$ cat src/rtl/sbox_word_sequencer.sv
// Feeds the four bytes of a word through a shared, pipelined S-box one per cycle and
// reassembles the returned bytes into a 32-bit result.
module sbox_word_sequencer #(
    parameter int unsigned SBOX_LAT = 2
) (
    input  logic        clk,
    input  logic        reset_n,
    input  logic        in_valid,
    output logic        in_ready,
    input  logic [31:0] in_word,
    input  logic        in_decrypt,
    output logic [7:0]  sbox_x,
    output logic        sbox_decrypt,
    input  logic [7:0]  sbox_w,
    output logic        out_valid,
    input  logic        out_ready,
    output logic [31:0] out_word,
    output logic        busy
);

    localparam logic [1:0] IDLE  = 2'd0;
    localparam logic [1:0] ISSUE = 2'd1;
    localparam logic [1:0] DRAIN = 2'd2;
    localparam logic [1:0] DONE  = 2'd3;

    logic [1:0]  state_q, state_d;
    logic        in_ready_q;
    logic [31:0] word_q;
    logic        dec_q;
    logic [1:0]  idx_q;
    logic [31:0] out_word_q, out_word_d;
    logic        accept;
    logic        issue;
    logic        cap_valid;
    logic [1:0]  cap_idx;

    assign accept = (state_q == IDLE) && in_valid && in_ready_q;
    assign issue  = (state_q == ISSUE);

    // Tag each issued byte with its index so the result lands in the right lane.
    generate
        if (SBOX_LAT == 0) begin : g_comb
            assign cap_valid = issue;
            assign cap_idx   = idx_q;
        end else begin : g_pipe
            logic [SBOX_LAT-1:0] vld_q;
            logic [1:0]          tag_q [SBOX_LAT];

            always_ff @(posedge clk or negedge reset_n) begin
                if (!reset_n) begin
                    vld_q <= '0;
                    for (int i = 0; i < int'(SBOX_LAT); i++) tag_q[i] <= 2'd0;
                end else begin
                    vld_q[0] <= issue;
                    tag_q[0] <= idx_q;
                    for (int i = 1; i < int'(SBOX_LAT); i++) begin
                        vld_q[i] <= vld_q[i-1];
                        tag_q[i] <= tag_q[i-1];
                    end
                end
            end

            assign cap_valid = vld_q[SBOX_LAT-1];
            assign cap_idx   = tag_q[SBOX_LAT-1];
        end
    endgenerate

    always_comb begin
        state_d = state_q;
        unique case (state_q)
            IDLE:    if (accept) state_d = ISSUE;
            ISSUE:   if (idx_q == 2'd3) state_d = (SBOX_LAT == 0) ? DONE : DRAIN;
            DRAIN:   if (cap_valid && (cap_idx == 2'd3)) state_d = DONE;
            DONE:    if (out_ready) state_d = IDLE;
            default: state_d = IDLE;
        endcase
    end

    always_comb begin
        out_word_d = out_word_q;
        if (cap_valid) begin
            unique case (cap_idx)
                2'd0: out_word_d[31:24] = sbox_w;
                2'd1: out_word_d[23:16] = sbox_w;
                2'd2: out_word_d[15:8]  = sbox_w;
                2'd3: out_word_d[7:0]   = sbox_w;
                default: out_word_d = out_word_q;
            endcase
        end
    end

    always_ff @(posedge clk or negedge reset_n) begin
        if (!reset_n) begin
            state_q    <= IDLE;
            in_ready_q <= 1'b0;
            word_q     <= 32'd0;
            dec_q      <= 1'b0;
            idx_q      <= 2'd0;
            out_word_q <= 32'd0;
        end else begin
            state_q    <= state_d;
            // Only ready once settled in IDLE, so a word is never taken on the DONE exit edge.
            in_ready_q <= (state_d == IDLE);
            out_word_q <= out_word_d;
            if (accept) begin
                word_q <= in_word;
                dec_q  <= in_decrypt;
                idx_q  <= 2'd0;
            end else if (issue) begin
                idx_q  <= idx_q + 2'd1;
            end
        end
    end

    // Hold the S-box input at zero between issues to limit toggling.
    always_comb begin
        sbox_x = 8'd0;
        if (issue) begin
            unique case (idx_q)
                2'd0: sbox_x = word_q[31:24];
                2'd1: sbox_x = word_q[23:16];
                2'd2: sbox_x = word_q[15:8];
                2'd3: sbox_x = word_q[7:0];
                default: sbox_x = 8'd0;
            endcase
        end
    end

    assign in_ready     = in_ready_q;
    assign busy         = (state_q != IDLE);
    assign out_valid    = (state_q == DONE);
    assign out_word     = out_word_q;
    assign sbox_decrypt = busy && dec_q;

endmodule
$ cat config.mk
export PLATFORM = sky130hd
export DESIGN_NAME = sbox_word_sequencer
export DESIGN_NICKNAME = d
export VERILOG_FILES = /design/src/rtl/sbox_word_sequencer.sv
export SDC_FILE = /design/constraint.sdc
export NUM_CORES = 1
export LEC_CHECK = 0
export CAP_MARGIN = 15
export CORE_MARGIN = 1.5
export CORE_UTILIZATION = 43
export DETAILED_ROUTE_END_ITERATION = 10
export PLACE_DENSITY = 0.76
export SYNTH_ARGS = -nofsm -noshare
export SYNTH_HDL_FRONTEND = slang
export SYNTH_SLANG_ARGS = --single-unit
$ cat constraint.sdc
create_clock -name clk -period 1.6 [get_ports clk]
set_input_delay 0.32 -clock clk [delete_from_list [all_inputs] [get_ports clk]]
set_output_delay 0.32 -clock clk [all_outputs]
set_load 0.005 [all_outputs]
-- Word-level counts from Yosys, hierarchy flattened
Cells that the tools add are included.
- memories: 0
- logic and storage cells: 45
- input port bits: 45
- memory bits (read-only): 0
- latch bits: 0
- register bits after elaboration: 76
- memory bits (writable): 0
- $lt $le $gt $ge: 0
- divide/modulo/power cells: 0
- equality and inequality tests: 9
- reduce and logical (&&, ||, !) cells: 14
- multiply operators: 0
- bitwise operators: 0
- shift operators: 0
- mux-type cells: 9
- $add $sub $neg: 1
- operators with widths (cell ; number):
    case mux 8 bit (4 select lines) ; 1
    equality test 2 bit (second input constant) ; 6
    two-way mux 2 bit ; 6
    logical NOT 2 bit ; 4
    two-way mux 8 bit ; 1
    case mux 2 bit (4 select lines) ; 1
    AND reduction 2 bit ; 4
    equality test 2 x 1 -> 1 bit (second input constant) ; 3
    logical AND 1 bit ; 4
    nonzero test 2 bit ; 2
    adder 2 x 1 -> 2 bit (second input constant) ; 1

-- Longest topological paths before layout
Gate-level depths: netlist of run 1.
- depth in word-level cells: 6
- depth in mapped cells: 5

-- Worst setup path after synthesis of run 1
OpenSTA, ideal clock, no wires.
- path type: register to output
- start: register idx_q[0]
- end: output sbox_x[4]
- arrival: 1.383 ns
- cell stages (with the launch flop): 6
- slack: -0.103 ns
- cells stage by stage: dfrtp_1 inv_1 ha_1 clkbuf_1 a21oi_1 a221oi_1
- longest elaborated chain between the ends: 3
- ends and longest elaborated chain (item ; line ; source):
    start: declaration ; 30 ; logic [1:0] idx_q;
    start signal: assignment ; 110 ; idx_q <= idx_q + 2'd1;
    equality test 2 bit, or another cell as far along ; 119 ; unique case (idx_q)
    case mux 8 bit (4 select lines) * ; 119 ;
    two-way mux 8 bit * ; 118 ; if (issue) begin
    end: declaration ; 12 ; output logic [7:0] sbox_x,
Mark *: on every way between the ends. The rest lies on a longest branch, timed or not.

-- Worst setup path in the final report of run 1
- start: register idx_q[1]
- end: output sbox_x[0]
The elaborated chain is that of the path after synthesis.

==> results of run 1 <==
## flip-flops by register name (all words and copies together) (netlist names)
register	flops
dec_q	1
idx_q	2
out_word	32
word_q	32
state_q	2
in_ready	1
g_pipe.vld_q	2
g_pipe.tag_q	2
cap_idx	2
## Yosys cell counts
library cell | instances | area (um2)
sky130_fd_sc_hd__a22oi_1 | 8 | 60.1
sky130_fd_sc_hd__mux2_2 | 45 | 507
sky130_fd_sc_hd__nor2_1 | 3 | 11.3
sky130_fd_sc_hd__or2_1 | 1 | 6.26
sky130_fd_sc_hd__ha_1 | 4 | 50.1
sky130_fd_sc_hd__a21oi_1 | 10 | 50.1
sky130_fd_sc_hd__mux2i_1 | 2 | 20.0
sky130_fd_sc_hd__nand3b_1 | 2 | 15.0
sky130_fd_sc_hd__inv_1 | 10 | 37.5
sky130_fd_sc_hd__or2b_2 | 1 | 8.76
sky130_fd_sc_hd__buf_2 | 1 | 5.00
sky130_fd_sc_hd__a221oi_1 | 7 | 61.3
sky130_fd_sc_hd__nor2_8 | 1 | 20.0
sky130_fd_sc_hd__nor2b_1 | 1 | 6.26
sky130_fd_sc_hd__nand2_1 | 1 | 3.75
sky130_fd_sc_hd__a211oi_1 | 1 | 7.51
sky130_fd_sc_hd__xnor2_1 | 1 | 8.76
sky130_fd_sc_hd__a211o_2 | 1 | 10.0
sky130_fd_sc_hd__nand3_1 | 2 | 10.0
sky130_fd_sc_hd__clkbuf_1 | 3 | 11.3
sky130_fd_sc_hd__a31oi_1 | 1 | 6.26
sky130_fd_sc_hd__and2_2 | 2 | 15.0
sky130_fd_sc_hd__dfrtp_1 | 76 | 1900
sky130_fd_sc_hd__buf_12 | 3 | 60.1
sky130_fd_sc_hd__mux2_4 | 20 | 300
sky130_fd_sc_hd__nor3b_2 | 1 | 12.5
sky130_fd_sc_hd__buf_1 | 2 | 7.51
## where the power goes
part	internal, mW	switching, mW	total [mW]
combinational	0.177	0.0861	0.263
sequential	1.95	0.0161	1.97
clock	0.700	0.647	1.35
## what timing repair did
action                                 in CTS  in global routing
setup buffers                              15                 13
pin swaps                                  13                 10
endpoints found under the hold margin      27                  0
hold buffers                                1                  0
setup endpoints to repair                  44                 46
gates cloned                                3                  0
gates resized for setup                   104                 21
## per-stage QoR
stage / worst slack, ps / hold slack [ps] / power (mW) / cells
6_report: -430 / 350 / 3.58 / 450
5_1_grt: -474 / 369 / 3.71 / 450
4_1_cts: -384 / 352 / 3.60 / 444
3_5_place_dp: -513 / 274 / 2.27 / 411
3_3_place_gp: -506 / 272 / 2.26 / 411
2_1_floorplan: 8.30 / 24.4 / 2.03 / 210
## logic make-up (layout without fill, tap and decap cells)
family,count (synthesis),in the layout,share of synthesized area
flip-flops,76,76,0.592
multiplexers,67,67,0.257
AO/OA/AOI/OAI,28,28,0.0608
buffers and inverters,19,160,0.0378
AND/OR/NAND/NOR,15,15,0.0339
adder cells (fa/ha/maj),4,4,0.0156
XOR/XNOR,1,1,0.00273
## cell type report
cell class                      instances  area, um2
Clock inverter                          3       40.0
Sequential cell                        76       1900
Fill cell                             531       2280
Multi-Input combinational cell        115       1400
Clock buffer                           11        131
Timing Repair Buffer                  136       1340
Tap cell                               99        124
Inverter                               10       37.5
## metal layers
| layer | GRT usage | up-vias |
|---|---|---|
| met4 | 0.0937 | 0 |
| li1 | - | 1035 |
| met3 | 0.0351 | 17 |
| met5 | 0 | - |
| met1 | 0.250 | 1137 |
| met2 | 0.356 | 93 |
## final timing paths
| kind | startpoint | cells after the start | to |
|---|---|---|---|
| min | g_pipe.vld_q[0] | 0 | g_pipe.vld_q[1] |
| min reg2reg | g_pipe.vld_q[0] | 0 | g_pipe.vld_q[1] |
| min in group asynchronous | reset_n | 2 | out_word[4] |
| max reg2reg | state_q[1] | 7 | word_q[8] |
| max in group asynchronous | reset_n | 3 | out_word[15] |
| max | idx_q[1] | 5 | sbox_x[0] |
==> impl_metrics.ini, run 1 <==
[logic_synthesis]
syn_inst = 210
warnings_from_yosys = 0
synth-seq-area-share = 0.592
syn_nets = 259
synthesis.area_per_instance_um2 = 15.3
mappedNetlistArea_um2 = 3210
synth_seq_cells = 76
yosysUniqueCellTypes = 27

[critical_path]
max_stage_delay_ps = 430
cp_buf_inv_count = 3
critPathLaunchType = flip-flop
worst_path_dominant_cell_family = flip-flops
worst_path_max_delay_cell = sky130_fd_sc_hd__dfrtp_1
reg2reg_slack_ps = -190
cp_data_required_time_ps = 1280
worst_setup_ep_type = output port
arrival_ps = 1710
timing.setup.critical_path_class = reg -> out
worst-path-max-fanout = 15
critical_path.cell_chain = inv_2 > ha_4 > buf_4 > a221oi_2 > buf_2

[grt]
grt_antenna_before_repair = 0
gr-total-overflow = 0
grt_pass1_wl_um = 12100
globalRouteTotalUtil = 0.205
grt_start_max_net_pins = 31
grt_pass1_vias = 2427

[pwr]
pleak_nw = 2.21
power_density_nw_per_um2 = 720
max_rail_drop_vdd_mv = 0.467

[clock_network]
clkSlewWorstSetupHoldPaths_ps = 80
clk_root_buffer_cell = sky130_fd_sc_hd__clkbuf_8
cts_inserted_buffers = 9
clock_tree_from_tritoncts = done
insertion_delay_ps = 340
max-clock-path-buffers = 2
clock_sinks = 76
cts-htree-levels = 3

[job]
timing.max_cap.violations = 0

[route]
wl_per_cell_um = 17.4
highest_layer = met4
dr_wl_met2_um = 3900
drt_drc_violations_left = 0
wl_met1_um = 3300
drt-total-wl_um = 7810
vias = 2282
drt_pass_1_iters = 5
via_cell_ratio = 5.07
dr.first_iter.drc_count = 85
met3RoutedLength_um = 367
detail-route-antenna-nets = 0

[placed_design]
place_hpwl_um = 4990
placement.cell_area_um2 = 4340
globalplace.congestion = 0.776
buffer_ports.inserted = 88

[die]
io_pins = 89
chipHeight_um = 89.4
floorplan.rows = 31
initial_utilization = 0.443
die_area_um2 = 8000
die_x_um = 89.4
fp.coreArea_um2 = 7250

[cells_and_area]
cell_area_after_layout_um2 = 4970
diodes = 0
layout-drive-gt1-share = 0.479
layout_overhead_on_the_synthesized_area_pct = 54.8
most_used_cells_in_the_layout_excluding_fill_and_tap_cells = 76 x sky130_fd_sc_hd__dfrtp_1, 76 x sky130_fd_sc_hd__clkdlybuf4s50_1, 33 x sky130_fd_sc_hd__mux2_4
count_of_nets_after_finishing = 397
final_core_utilization = 0.686

[run_status]
outcome = complete, but fails checks
failed_checks = setup timing

[timing]
timing.fmax_mhz = 493
min_period_ps = 2030
postLayoutSetupSlackWorst_ps = -430
worst_slew_margin_rel = 0.713
finClkSkew_ps = 8.74
drv_slew = 0
finalSetupViolations = 44
timing.final.crit_share = 1.27
tightestPinTransition_ps = 430
totalNegativeSetupSlack_ps = -7930
setup_repair_after_global_routing_missed_its_margin = yes
report.final.hold_viol_count = 0

[min_path]
holdCritPathClass = reg -> reg
Power figures use the tool's default switching activity.
==> run 2, diff against run 1 <==
--- a/config.mk
+++ b/config.mk
@@ -9,7 +9,8 @@
 export CORE_MARGIN = 1.5
 export CORE_UTILIZATION = 43
 export DETAILED_ROUTE_END_ITERATION = 10
-export PLACE_DENSITY = 0.76
+export PLACE_DENSITY = 0.78
+export SLEW_MARGIN = 20
 export SYNTH_ARGS = -nofsm -noshare
 export SYNTH_HDL_FRONTEND = slang
 export SYNTH_SLANG_ARGS = --single-unit
==> impl_metrics.ini, run 2 (same netlist as run 1, synthesis figures left out) <==
[route]
drt-total-wl_um = 8280
wl_per_cell_um = 18.4
drt_pass_1_iters = 4
via_cell_ratio = 5.13
vias = 2305
dr.first_iter.drc_count = 80
drt_drc_violations_left = 0
detail-route-antenna-nets = 0

[timing]
timing.fmax_mhz = 484
tightestPinTransition_ps = 461
postLayoutSetupSlackWorst_ps = -465
min_period_ps = 2060
worst_slew_margin_rel = 0.692
report.final.hold_viol_count = 0
setup_repair_after_global_routing_missed_its_margin = yes
timing.final.crit_share = 1.29
drv_slew = 0
finalSetupViolations = 46
finClkSkew_ps = 9.03

[run_status]
outcome = complete, but fails checks
failed_checks = setup timing

[die]
io_pins = 89
floorplan.rows = 31
die_area_um2 = 8000
die_x_um = 89.4
chipHeight_um = 89.4
fp.coreArea_um2 = 7250
initial_utilization = 0.443

[min_path]
holdCritPathClass = reg -> reg
hold-path-endpoint = cap_idx[1]
cell_depth_of_the_worst_hold_path = 0
timing.hold.worst.start = g_pipe.tag_q[3]

[cells_and_area]
diodes = 0
layout-drive-gt1-share = 0.477
finish.cell_count_without_fillers = 449
most_used_cells_in_the_layout_excluding_fill_and_tap_cells = 75 x sky130_fd_sc_hd__dfrtp_1, 72 x sky130_fd_sc_hd__clkdlybuf4s50_1, 33 x sky130_fd_sc_hd__mux2_4
final_core_utilization = 0.699
count_of_nets_after_finishing = 394
layout_commonest_cell = sky130_fd_sc_hd__dfrtp_1
layout_overhead_on_the_synthesized_area_pct = 57.7

[critical_path]
timing.setup.critical_path_class = reg -> out
critPathLaunchType = flip-flop
rr_startpoint = state_q[1]
worst_r2r_path_depth = 7
crit-reg2reg-capture = word_q[5]
worst-path-max-fanout = 6
reg2reg_slack_ps = -180
cp_data_required_time_ps = 1280
worst_setup_ep_type = output port
arrival_ps = 1740

[clock_network]
clock_tree_from_tritoncts = done
clk_root_buffer_cell = sky130_fd_sc_hd__clkbuf_8
max-clock-path-buffers = 2
insertion_delay_ps = 350
clock_sinks = 76
cts_inserted_buffers = 9
clkSlewWorstSetupHoldPaths_ps = 90
cts-htree-levels = 3

[placed_design]
dp_worst_setup_slack_ps = -562
post-place-cells = 408
buffer_ports.inserted = 88
globalplace.congestion = 0.765
place_hpwl_um = 4750

[job]
timing.max_cap.violations = 0

[pwr]
power_density_nw_per_um2 = 708
max_rail_drop_vdd_mv = 0.687
pleak_nw = 2.25

[grt]
grt_antenna_before_repair = 0
globalRouteTotalUtil = 0.214
grt_start_max_net_pins = 77
grt_pass1_vias = 2415
gr-total-overflow = 0
grt_pass1_wl_um = 12200
-- run 2: layout make-up --
cell class | count | area (um2)
Clock buffer | 9 | 124
Clock inverter | 7 | 57.6
Fill cell | 506 | 2180
Inverter | 10 | 40.0
Multi-Input combinational cell | 115 | 1410
Sequential cell | 76 | 1900
Tap cell | 99 | 124
Timing Repair Buffer | 133 | 1410
-- run 2: how the worst max path moves through the flow --
stage / start / to / slack (ps) / depth (start not counted)
after detailed placement: idx_q[0] / sbox_x[4] / -560 / 5
after CTS: idx_q[1] / sbox_x[4] / -410 / 6
after global placement: idx_q[0] / sbox_x[4] / -510 / 5
final: idx_q[0] / sbox_x[6] / -460 / 6
after floorplan: state_q[1] / word_q[25] / 8 / 5
after global routing: idx_q[0] / sbox_x[6] / -540 / 6
-- run 2: worst max-delay path: stages, from the launching register on --
cell	delay, ps
sky130_fd_sc_hd__dfrtp_2	450
sky130_fd_sc_hd__inv_4	100
sky130_fd_sc_hd__ha_4	160
sky130_fd_sc_hd__buf_4	140
sky130_fd_sc_hd__a21oi_1	70
sky130_fd_sc_hd__a211oi_2	300
sky130_fd_sc_hd__buf_2	160
-- run 2: where the power goes --
| part | internal, mW | switching [mW] | leakage, nW |
|---|---|---|---|
| registers | 1.95 | 0.0150 | 0.970 |
| logic | 0.173 | 0.0852 | 1.20 |
| clock network | 0.584 | 0.781 | 0.0833 |
| total | 2.71 | 0.881 | 2.25 |
-- run 2: what timing repair did --
action | in CTS | in global routing
gates resized for setup | 99 | 25
pin swaps | 7 | 12
cloned | 4 | 0
setup endpoints to repair | 44 | 50
buffers inserted | 17 | 7
hold buffers | 1 | 0
endpoints found under the hold margin | 39 | 0
-- run 2: metrics by stage --
stage               area [um2]  hold WS [ps]  TNS (ps)  power, mW
floorplan                 3220          24.4         0       2.03
global placement          4320           332     -6880       2.26
detailed placement        4320           336     -7070       2.26
CTS                       4940           350    -10170       3.62
global route              5070           369    -10130       3.75
finish                    5070           353     -8540       3.59
-- run 2: routing by layer --
metal / vias up / part of all wire / global-route usage
met4: 0 / 0.030 / 0.0825
met3: 19 / 0.073 / 0.0702
met1: 1149 / 0.39 / 0.235
met2: 102 / 0.50 / 0.381
li1: 1035 / - / -
met5: - / 0 / 0
==> run 3, diff against run 2 <==
--- a/config.mk
+++ b/config.mk
@@ -5,7 +5,6 @@
 export SDC_FILE = /design/constraint.sdc
 export NUM_CORES = 1
 export LEC_CHECK = 0
-export CAP_MARGIN = 15
 export CORE_MARGIN = 1.5
 export CORE_UTILIZATION = 43
 export DETAILED_ROUTE_END_ITERATION = 10
==> results of run 3 <==
No change in the layout: final DEF, timing and power equal those of run 2.
